### src/rtl/ram_divider_if.sv
// rtl/ram_divider_if.sv - start/busy/done handshake, RAM read and result bundle for ram_divider
// master: requester side (drives start/adr_in/divisor and returns RAM read data)
// slave : divider side (drives RAM address, results, status and state code)
interface ram_divider_if;
    logic       start;
    logic [2:0] adr_in;
    logic [3:0] divisor;
    logic [2:0] ram_adr;
    logic [7:0] ram_data;
    logic [7:0] quotient;
    logic [3:0] remainder;
    logic       busy;
    logic       done;
    logic       err;
    logic [2:0] st_out;

    modport master (
        output start, adr_in, divisor, ram_data,
        input  ram_adr, quotient, remainder, busy, done, err, st_out
    );

    modport slave (
        input  start, adr_in, divisor, ram_data,
        output ram_adr, quotient, remainder, busy, done, err, st_out
    );
endinterface

### src/rtl/ram_divider.sv
// rtl/ram_divider.sv - sequential restoring divider reading its 8-bit dividend from the result RAM
// Ports:
//   clk - system clock, rising edge
//   rst - synchronous active-high reset
//   bus - ram_divider_if.slave: start/adr_in/divisor request, ram_adr/ram_data RAM read,
//         quotient/remainder/err results, busy/done handshake, st_out state code
module ram_divider (
    input  logic          clk,
    input  logic          rst,
    ram_divider_if.slave  bus
);
    typedef enum logic [1:0] {
        S_IDLE = 2'd0,
        S_LOAD = 2'd1,
        S_DIV  = 2'd2,
        S_DONE = 2'd3
    } state_t;

    state_t     state;
    state_t     state_next;

    logic [2:0] adr_q;
    logic [3:0] div_q;
    logic [7:0] dividend;
    // After each restore the partial remainder is below the divisor, so only
    // 4 bits are stored; the 5th bit exists only in the shifted value.
    logic [3:0] part_rem;
    logic [2:0] cnt;
    // Quotient bits collected so far; the 8th bit goes straight into quotient_q.
    logic [6:0] q_acc;
    logic [7:0] quotient_q;
    logic [3:0] rem_q;
    logic       err_q;

    logic [4:0] part_shift;
    logic [4:0] part_next;
    logic       q_bit;

    always_comb begin
        part_shift = {part_rem, dividend[7]};
        q_bit      = (part_shift >= {1'b0, div_q});
        part_next  = q_bit ? (part_shift - {1'b0, div_q}) : part_shift;
    end

    always_ff @(posedge clk) begin
        if (rst) begin
            state <= S_IDLE;
        end else begin
            state <= state_next;
        end
    end

    always_comb begin
        state_next = state;
        case (state)
            S_IDLE: if (bus.start) state_next = S_LOAD;
            S_LOAD: state_next = (div_q == 4'd0) ? S_DONE : S_DIV;
            S_DIV:  if (cnt == 3'd7) state_next = S_DONE;
            S_DONE: state_next = S_IDLE;
            default: state_next = S_IDLE;
        endcase
    end

    always_ff @(posedge clk) begin
        if (rst) begin
            adr_q      <= 3'd0;
            div_q      <= 4'd0;
            dividend   <= 8'd0;
            part_rem   <= 4'd0;
            cnt        <= 3'd0;
            q_acc      <= 7'd0;
            quotient_q <= 8'd0;
            rem_q      <= 4'd0;
            err_q      <= 1'b0;
        end else begin
            case (state)
                S_IDLE: begin
                    if (bus.start) begin
                        adr_q <= bus.adr_in;
                        div_q <= bus.divisor;
                    end
                end
                S_LOAD: begin
                    dividend <= bus.ram_data;
                    part_rem <= 4'd0;
                    cnt      <= 3'd0;
                    q_acc    <= 7'd0;
                    if (div_q == 4'd0) begin
                        quotient_q <= 8'hFF;
                        rem_q      <= bus.ram_data[3:0];
                        err_q      <= 1'b1;
                    end
                end
                S_DIV: begin
                    part_rem <= part_next[3:0];
                    dividend <= {dividend[6:0], 1'b0};
                    q_acc    <= {q_acc[5:0], q_bit};
                    cnt      <= cnt + 3'd1;
                    if (cnt == 3'd7) begin
                        quotient_q <= {q_acc, q_bit};
                        rem_q      <= part_next[3:0];
                        err_q      <= 1'b0;
                    end
                end
                default: ;
            endcase
        end
    end

    assign bus.ram_adr   = adr_q;
    assign bus.quotient  = quotient_q;
    assign bus.remainder = rem_q;
    assign bus.err       = err_q;
    assign bus.busy      = (state == S_LOAD) || (state == S_DIV);
    assign bus.done      = (state == S_DONE);
    assign bus.st_out    = {1'b0, state};
endmodule

### src/flat_wrapper.sv
// flat-port wrapper written by rule: the top's interface ports become plain ports
module ram_divider_flat 
  (clk, rst, bus_start, bus_adr_in, bus_divisor, bus_ram_data, bus_ram_adr, bus_quotient, bus_remainder, bus_busy, bus_done, bus_err, bus_st_out);
  ram_divider_if bus_i ();
  input  logic clk;
  input  logic rst;
  input wire logic [$bits(bus_i.start)-1:0] bus_start;
  input wire logic [$bits(bus_i.adr_in)-1:0] bus_adr_in;
  input wire logic [$bits(bus_i.divisor)-1:0] bus_divisor;
  input wire logic [$bits(bus_i.ram_data)-1:0] bus_ram_data;
  output wire logic [$bits(bus_i.ram_adr)-1:0] bus_ram_adr;
  output wire logic [$bits(bus_i.quotient)-1:0] bus_quotient;
  output wire logic [$bits(bus_i.remainder)-1:0] bus_remainder;
  output wire logic [$bits(bus_i.busy)-1:0] bus_busy;
  output wire logic [$bits(bus_i.done)-1:0] bus_done;
  output wire logic [$bits(bus_i.err)-1:0] bus_err;
  output wire logic [$bits(bus_i.st_out)-1:0] bus_st_out;
  assign bus_i.start = bus_start;
  assign bus_i.adr_in = bus_adr_in;
  assign bus_i.divisor = bus_divisor;
  assign bus_i.ram_data = bus_ram_data;
  assign bus_ram_adr = bus_i.ram_adr;
  assign bus_quotient = bus_i.quotient;
  assign bus_remainder = bus_i.remainder;
  assign bus_busy = bus_i.busy;
  assign bus_done = bus_i.done;
  assign bus_err = bus_i.err;
  assign bus_st_out = bus_i.st_out;
  ram_divider u_core (.clk(clk), .rst(rst), .bus(bus_i));
endmodule
### config.mk
export PLATFORM = sky130hd
export DESIGN_NAME = ram_divider_flat
export DESIGN_NICKNAME = d
export VERILOG_FILES = /design/src/rtl/ram_divider_if.sv /design/src/rtl/ram_divider.sv /design/src/flat_wrapper.sv
export SDC_FILE = /design/constraint.sdc
export NUM_CORES = 1
export LEC_CHECK = 0
export ABC_CLOCK_PERIOD_IN_PS = 5300
export BUFFER_PORTS_ARGS = -buffer_cell sky130_fd_sc_hd__buf_2
export CORE_MARGIN = 2
export CORE_UTILIZATION = 59
export CTS_CLUSTER_DIAMETER = 80
export DETAILED_ROUTE_END_ITERATION = 8
export PLACE_DENSITY_LB_ADDON = 0.12
export SETUP_SLACK_MARGIN = 0.05
export SLEW_MARGIN = 10
export SYNTH_ARGS = -nofsm -noshare
export SYNTH_HDL_FRONTEND = slang
export SYNTH_SLANG_ARGS = --single-unit
### constraint.sdc
create_clock -name clk -period 5.3 [get_ports clk]
set_input_delay 1.06 -clock clk [delete_from_list [all_inputs] [get_ports clk]]
set_output_delay 1.06 -clock clk [all_outputs]
set_load 0.01 [all_outputs]
; ---- Word-level counts from Yosys, hierarchy flattened
; Index checks and enable logic that the tools add are counted.
[totals]
reg_bits = 44
in_bits = 18
wordCells = 45
[classes]
addsub = 2
n_lt_le_gt_ge = 1
n_eq_ne = 7
muxes = 18
reduce_logical = 7
[ops]
columns = operator, n
row1 = $pmux W8 S2, 2
row2 = $mux W8, 2
row3 = $pmux W4 S2, 2
row4 = $pmux W7 S2, 1
row5 = $mux W4, 3
row6 = $pmux W2 S4, 1
row7 = $pmux W3 S2, 1
row8 = $ge A5 B4 Y1, 1
row9 = $eq A2 B2 Y1 const B, 2
row10 = $logic_not A4 Y1, 1
row11 = $mux W2, 2
row12 = $ne A2 B1 Y1 const B, 2
row13 = $reduce_and A2 Y1, 2
row14 = $sub A4 B4 Y4, 1
row15 = $add A3 B1 Y3 const B, 1
row16 = $eq A3 B3 Y1 const B, 1
row17 = $mux W1, 3
row18 = $reduce_and A3 Y1, 1
row19 = $eq A2 B1 Y1 const B, 1
row20 = $logic_not A2 Y1, 1
row21 = $ne A2 B2 Y1 const B, 1
row22 = $pmux W1 S2, 1
row23 = $reduce_bool A2 Y1, 1
row24 = $logic_or A1 B1 Y1, 1

; ---- Logic depth before layout (Yosys ltp)
[logic_depth]
ltp_word = 4
ltp_mapped = 8
depth_no_buf = 8

; ---- Worst setup path before layout
; OpenSTA, ideal clock, no wires.
[synth_timing]
kind = input to register
from = input bus_start
to = register u_core.state[0]
setup_time_ns = 0.137
arrival_ns = 1.900
required_ns = 5.163
path_slack_ns = 3.263
stages = 4
n_path_buf = 1
path_cell_list = clkbuf_1 > o21ai_0 > a2111oi_0 > a211oi_1
[synth_via]
elab_chain_len = 2
[synth_rtl]
columns = item, line
row1 = start: declaration, flat_wrapper.sv:7  ; input wire logic [$bits(bus_i.start)-1:0] bus_start;
row2 = $ne A2 B2 Y1 (no source line), -
row3 = $reduce_and A2 Y1 (no source line), -
row4 = end signal: assignment, ram_divider.sv:49  ; state <= state_next;
row5 = end: declaration, ram_divider.sv:19  ; state_t state;
; No other way between the ends.
; A chain may end at the register's enable or synchronous reset.

; ---- Worst setup path in the final report
[layout_timing]
from = register u_core.state[1]
to = output bus_busy
[layout_via]
elab_chain_len = 2
elab_cells_between_ends = 3
cone_classes = eq/ne: 2 / reduce/logical: 1
[layout_rtl]
columns = item, line
row1 = $eq A2 B1 Y1 or $eq A2 B2 Y1 (tied branches), ram_divider.sv:114  ; assign bus.busy = (state == S_LOAD) || (state == S_DIV);
row2 = $logic_or A1 B1 Y1 *, ram_divider.sv:114
row3 = end: declaration, flat_wrapper.sv:14  ; output wire logic [$bits(bus_i.busy)-1:0] bus_busy;
; Every way passes the cells marked *; elsewhere a longest branch is shown, timed or not.

==> qor.yml <==
synth_area_leaders: "dfxtp_1, a311oi_2, ha_1, a21oi_1, mux2i_1"
die-area_um2: 4280
h-tree-depth: 2
path_buf_inv: 2
drt_iter0_markers: 110
setup_tns_ns: 0
die_x_um: 65.4
nets: 302
powerDensity_nw_per_um2: 584
rsz0062_at_grt: "no"
firstDrtPassIters: 4
clk_pin_slew_worst_paths_ns: 0.08
worstPathArrival_ns: 1.27
worstMarginPinSlew_ns: 0.888
drc: 0
rrSetupSlack_ns: 3.12
reg2reg_from: "u_core.state[1]"
critPathKind: "reg2out"
timing.final.hold_violations: 0
r2r_cells: 7
min_to: "u_core.bus.ram_adr[1]"
cts.sinks: 44
cp.required_ns: 4.24
cp_max_fo: 6
min-delay-start: "u_core.bus.ram_adr[1]"
r2r-end: "u_core.bus.quotient[0]"
synth_cell_type_count: 40
first_global_vias: 1565
layout_setup_ws_ns: 2.97
hold_class: "reg2reg"
seq_area_um2: 881
whs_path_depth: 2
critPathCaptureType: "primary output"
drt_wl_total_um: 4160
finalSetupViolCount: 0
initial_core_util_pct: 61.2
multiInputGateArea_um2: 1190
syn_avg_cell_area_um2: 9.08
num_rows: 22
ir_drop_mv: 0.625
drive_gt1_share_pct: 24.2
crit_slowest_cell: "dfxtp_1"
leakagePower_nw: 0.978
ant_nets: 0
layout_commonest_cell: "dfxtp_1"
syn_area_um2: 2220
clock_skew_ns: 0.00799
grt_antenna_before_repair: 0
cts_tree: "yes"
yosysWarnings: 0
area_growth_pct: 11.9
grt_max_degree: 45
insertion_delay_ns: 0.30
slew_headroom_pct: 40.8
cp-start-kind: "flop"
cts_root_buf: "clkbuf_8"
postCtsSetupBuffers: 0
io_buffers: 37
vias: 1752
critPathTopFamily: "flip-flops"
cp_cell_sequence: "inv_1 -> ha_1 -> buf_2"
antenna_cells: 0
syn_nets: 275
synth-seq-area-share_pct: 39.6
cts.hold.buffers_added: 0
crit_path_max_incr_delay_ns: 0.43
layout_common_cells: "dfxtp_1, buf_2, nor2_1, a21oi_1, nand2_1"
cts_buffer_depth: 2
io_pins: 39
design_area_um2: 2490
max_freq_mhz: 429
ys_ff_latch: 44
wl_per_cell_um: 13.0
numCtsBuffers: 5
synth_area_leader_cell: "dfxtp_1"
yosysTopAreaCellShare_pct: 39.6
placed_cell_area_um2: 2390
grt_usage_pct: 21.3
syn_inst: 245
period_share_pct: 44.0
status: "completed"
slew_violations: 0
die_y_um: 65.4
grt_pass1_wl_um: 7020
core_area_um2: 3630
vias_per_cell: 5.46
dpl_worst_slack_ns: 2.91
dp_hpwl_um: 2820
grt_overflow: 0
max-cap-violations: 0
final.fill_count: 313
place_congestion: 0.790
fin_crit_ns: 2.33
cts_resized: 0
==> worst max path at each step <==
stage,from,to,slack (ns),depth (start not counted)
after detailed placement,rst,u_core.part_rem[3],2.91,4
final,u_core.state[1],bus_busy,2.97,3
after CTS,u_core.state[1],bus_busy,2.96,3
after floorplan,bus_start,u_core.state[0],3.26,4
after global placement,rst,u_core.part_rem[3],2.92,4
after global routing,u_core.state[0],bus_busy,2.89,3
==> stage by stage <==
step                util, %  hold slack, ns  total power, W  cells
finish                 68.5           0.457         0.00145    321
CTS                    68.5           0.459         0.00146    321
floorplan                 -           0.446         0.00111    245
global route           68.5           0.473         0.00157    321
detailed placement     65.8           0.448         0.00123    313
global placement       65.8           0.442         0.00122    313
==> sequential cells by signal, indices dropped and copies added, names as in the netlist <==
name and flops:
u_core.bus.remainder 4, u_core.dividend 8, u_core.q_acc 7, u_core.state 2
u_core.bus.err 1, u_core.div_q 4, u_core.bus.ram_adr 3, u_core.bus.quotient 8
u_core.cnt 3, u_core.part_rem 4
==> report_power, final <==
| part | total (W) | switching (W) | internal [W] |
|---|---|---|---|
| clock network | 0.000223 | 0.000118 | 0.000106 |
| registers | 0.000464 | 0.0000502 | 0.000414 |
| logic | 0.000765 | 0.000453 | 0.000312 |
==> cells in the mapped netlist <==
| master | number |
|---|---|
| fa_1 | 1 |
| a211oi_1 | 8 |
| buf_6 | 2 |
| nor2_1 | 24 |
| buf_4 | 1 |
| a311oi_2 | 10 |
| nand2b_1 | 13 |
| o21ai_0 | 6 |
| buf_1 | 2 |
| dfxtp_1 | 44 |
| a2111oi_0 | 1 |
| conb_1 | 1 |
| a31o_4 | 1 |
| nor2b_1 | 3 |
| nor3_1 | 1 |
| a22o_1 | 1 |
| nor4_4 | 1 |
| o21a_4 | 1 |
| a21oi_1 | 20 |
| o21bai_1 | 2 |
| mux2_4 | 3 |
| or2_2 | 1 |
| xor2_1 | 1 |
| inv_1 | 16 |
| nand3b_1 | 4 |
| a22oi_1 | 1 |
| clkbuf_1 | 12 |
| nand2_1 | 18 |
| a41oi_1 | 1 |
| a32o_1 | 1 |
| nand3_1 | 16 |
| buf_2 | 2 |
| and2_4 | 1 |
| o22ai_1 | 1 |
| or2_1 | 1 |
| ha_1 | 11 |
| a211oi_2 | 1 |
| o311a_1 | 1 |
| mux2i_1 | 9 |
| o2bb2ai_1 | 1 |
==> metal layers <==
metal	wire [µm]	global-route usage (%)	part of all wire [%]	vias up
met2	1800	32.0	43	37
met4	68	7.29	1.6	0
li1	-	-	-	902
met5	0	0	0	-
met3	207	6.34	5.0	8
met1	2090	29.2	50	805
==> cell type report <==
class / instances / share of cell area (%)
multi-input combinational: 166 / 47.8
sequential: 44 / 35.4
tap: 48 / 2.41
clock buffer: 6 / 3.32
inverter: 16 / 2.41
clock inverter: 2 / 0.603
timing repair buffer: 39 / 8.04
==> logic make-up (layout without fill, tap and decap cells) <==
group                      count (synthesis)  in the layout  share of synthesized area, %
xor gates and xnor gates                   1              1                         0.394
muxes                                     12             12                          6.08
other                                      1              1                         0.169
and+or+nand+nor                           83             83                          18.7
buffers and inverters                     35             63                          6.87
adders and majority gates                 12             12                          7.09
DFF                                       44             44                          39.6
AOI/OAI and AO/OA                         57             57                          21.1
==> tightest hold or removal path, delay by kind of cell (launching register included) <==
family	cells	cell delay, ns
AO/OA/AOI/OAI	1	0.05
flip-flops	1	0.32
AND/OR/NAND/NOR	1	0.05
Note: power is estimated with default switching activity, not from simulation.
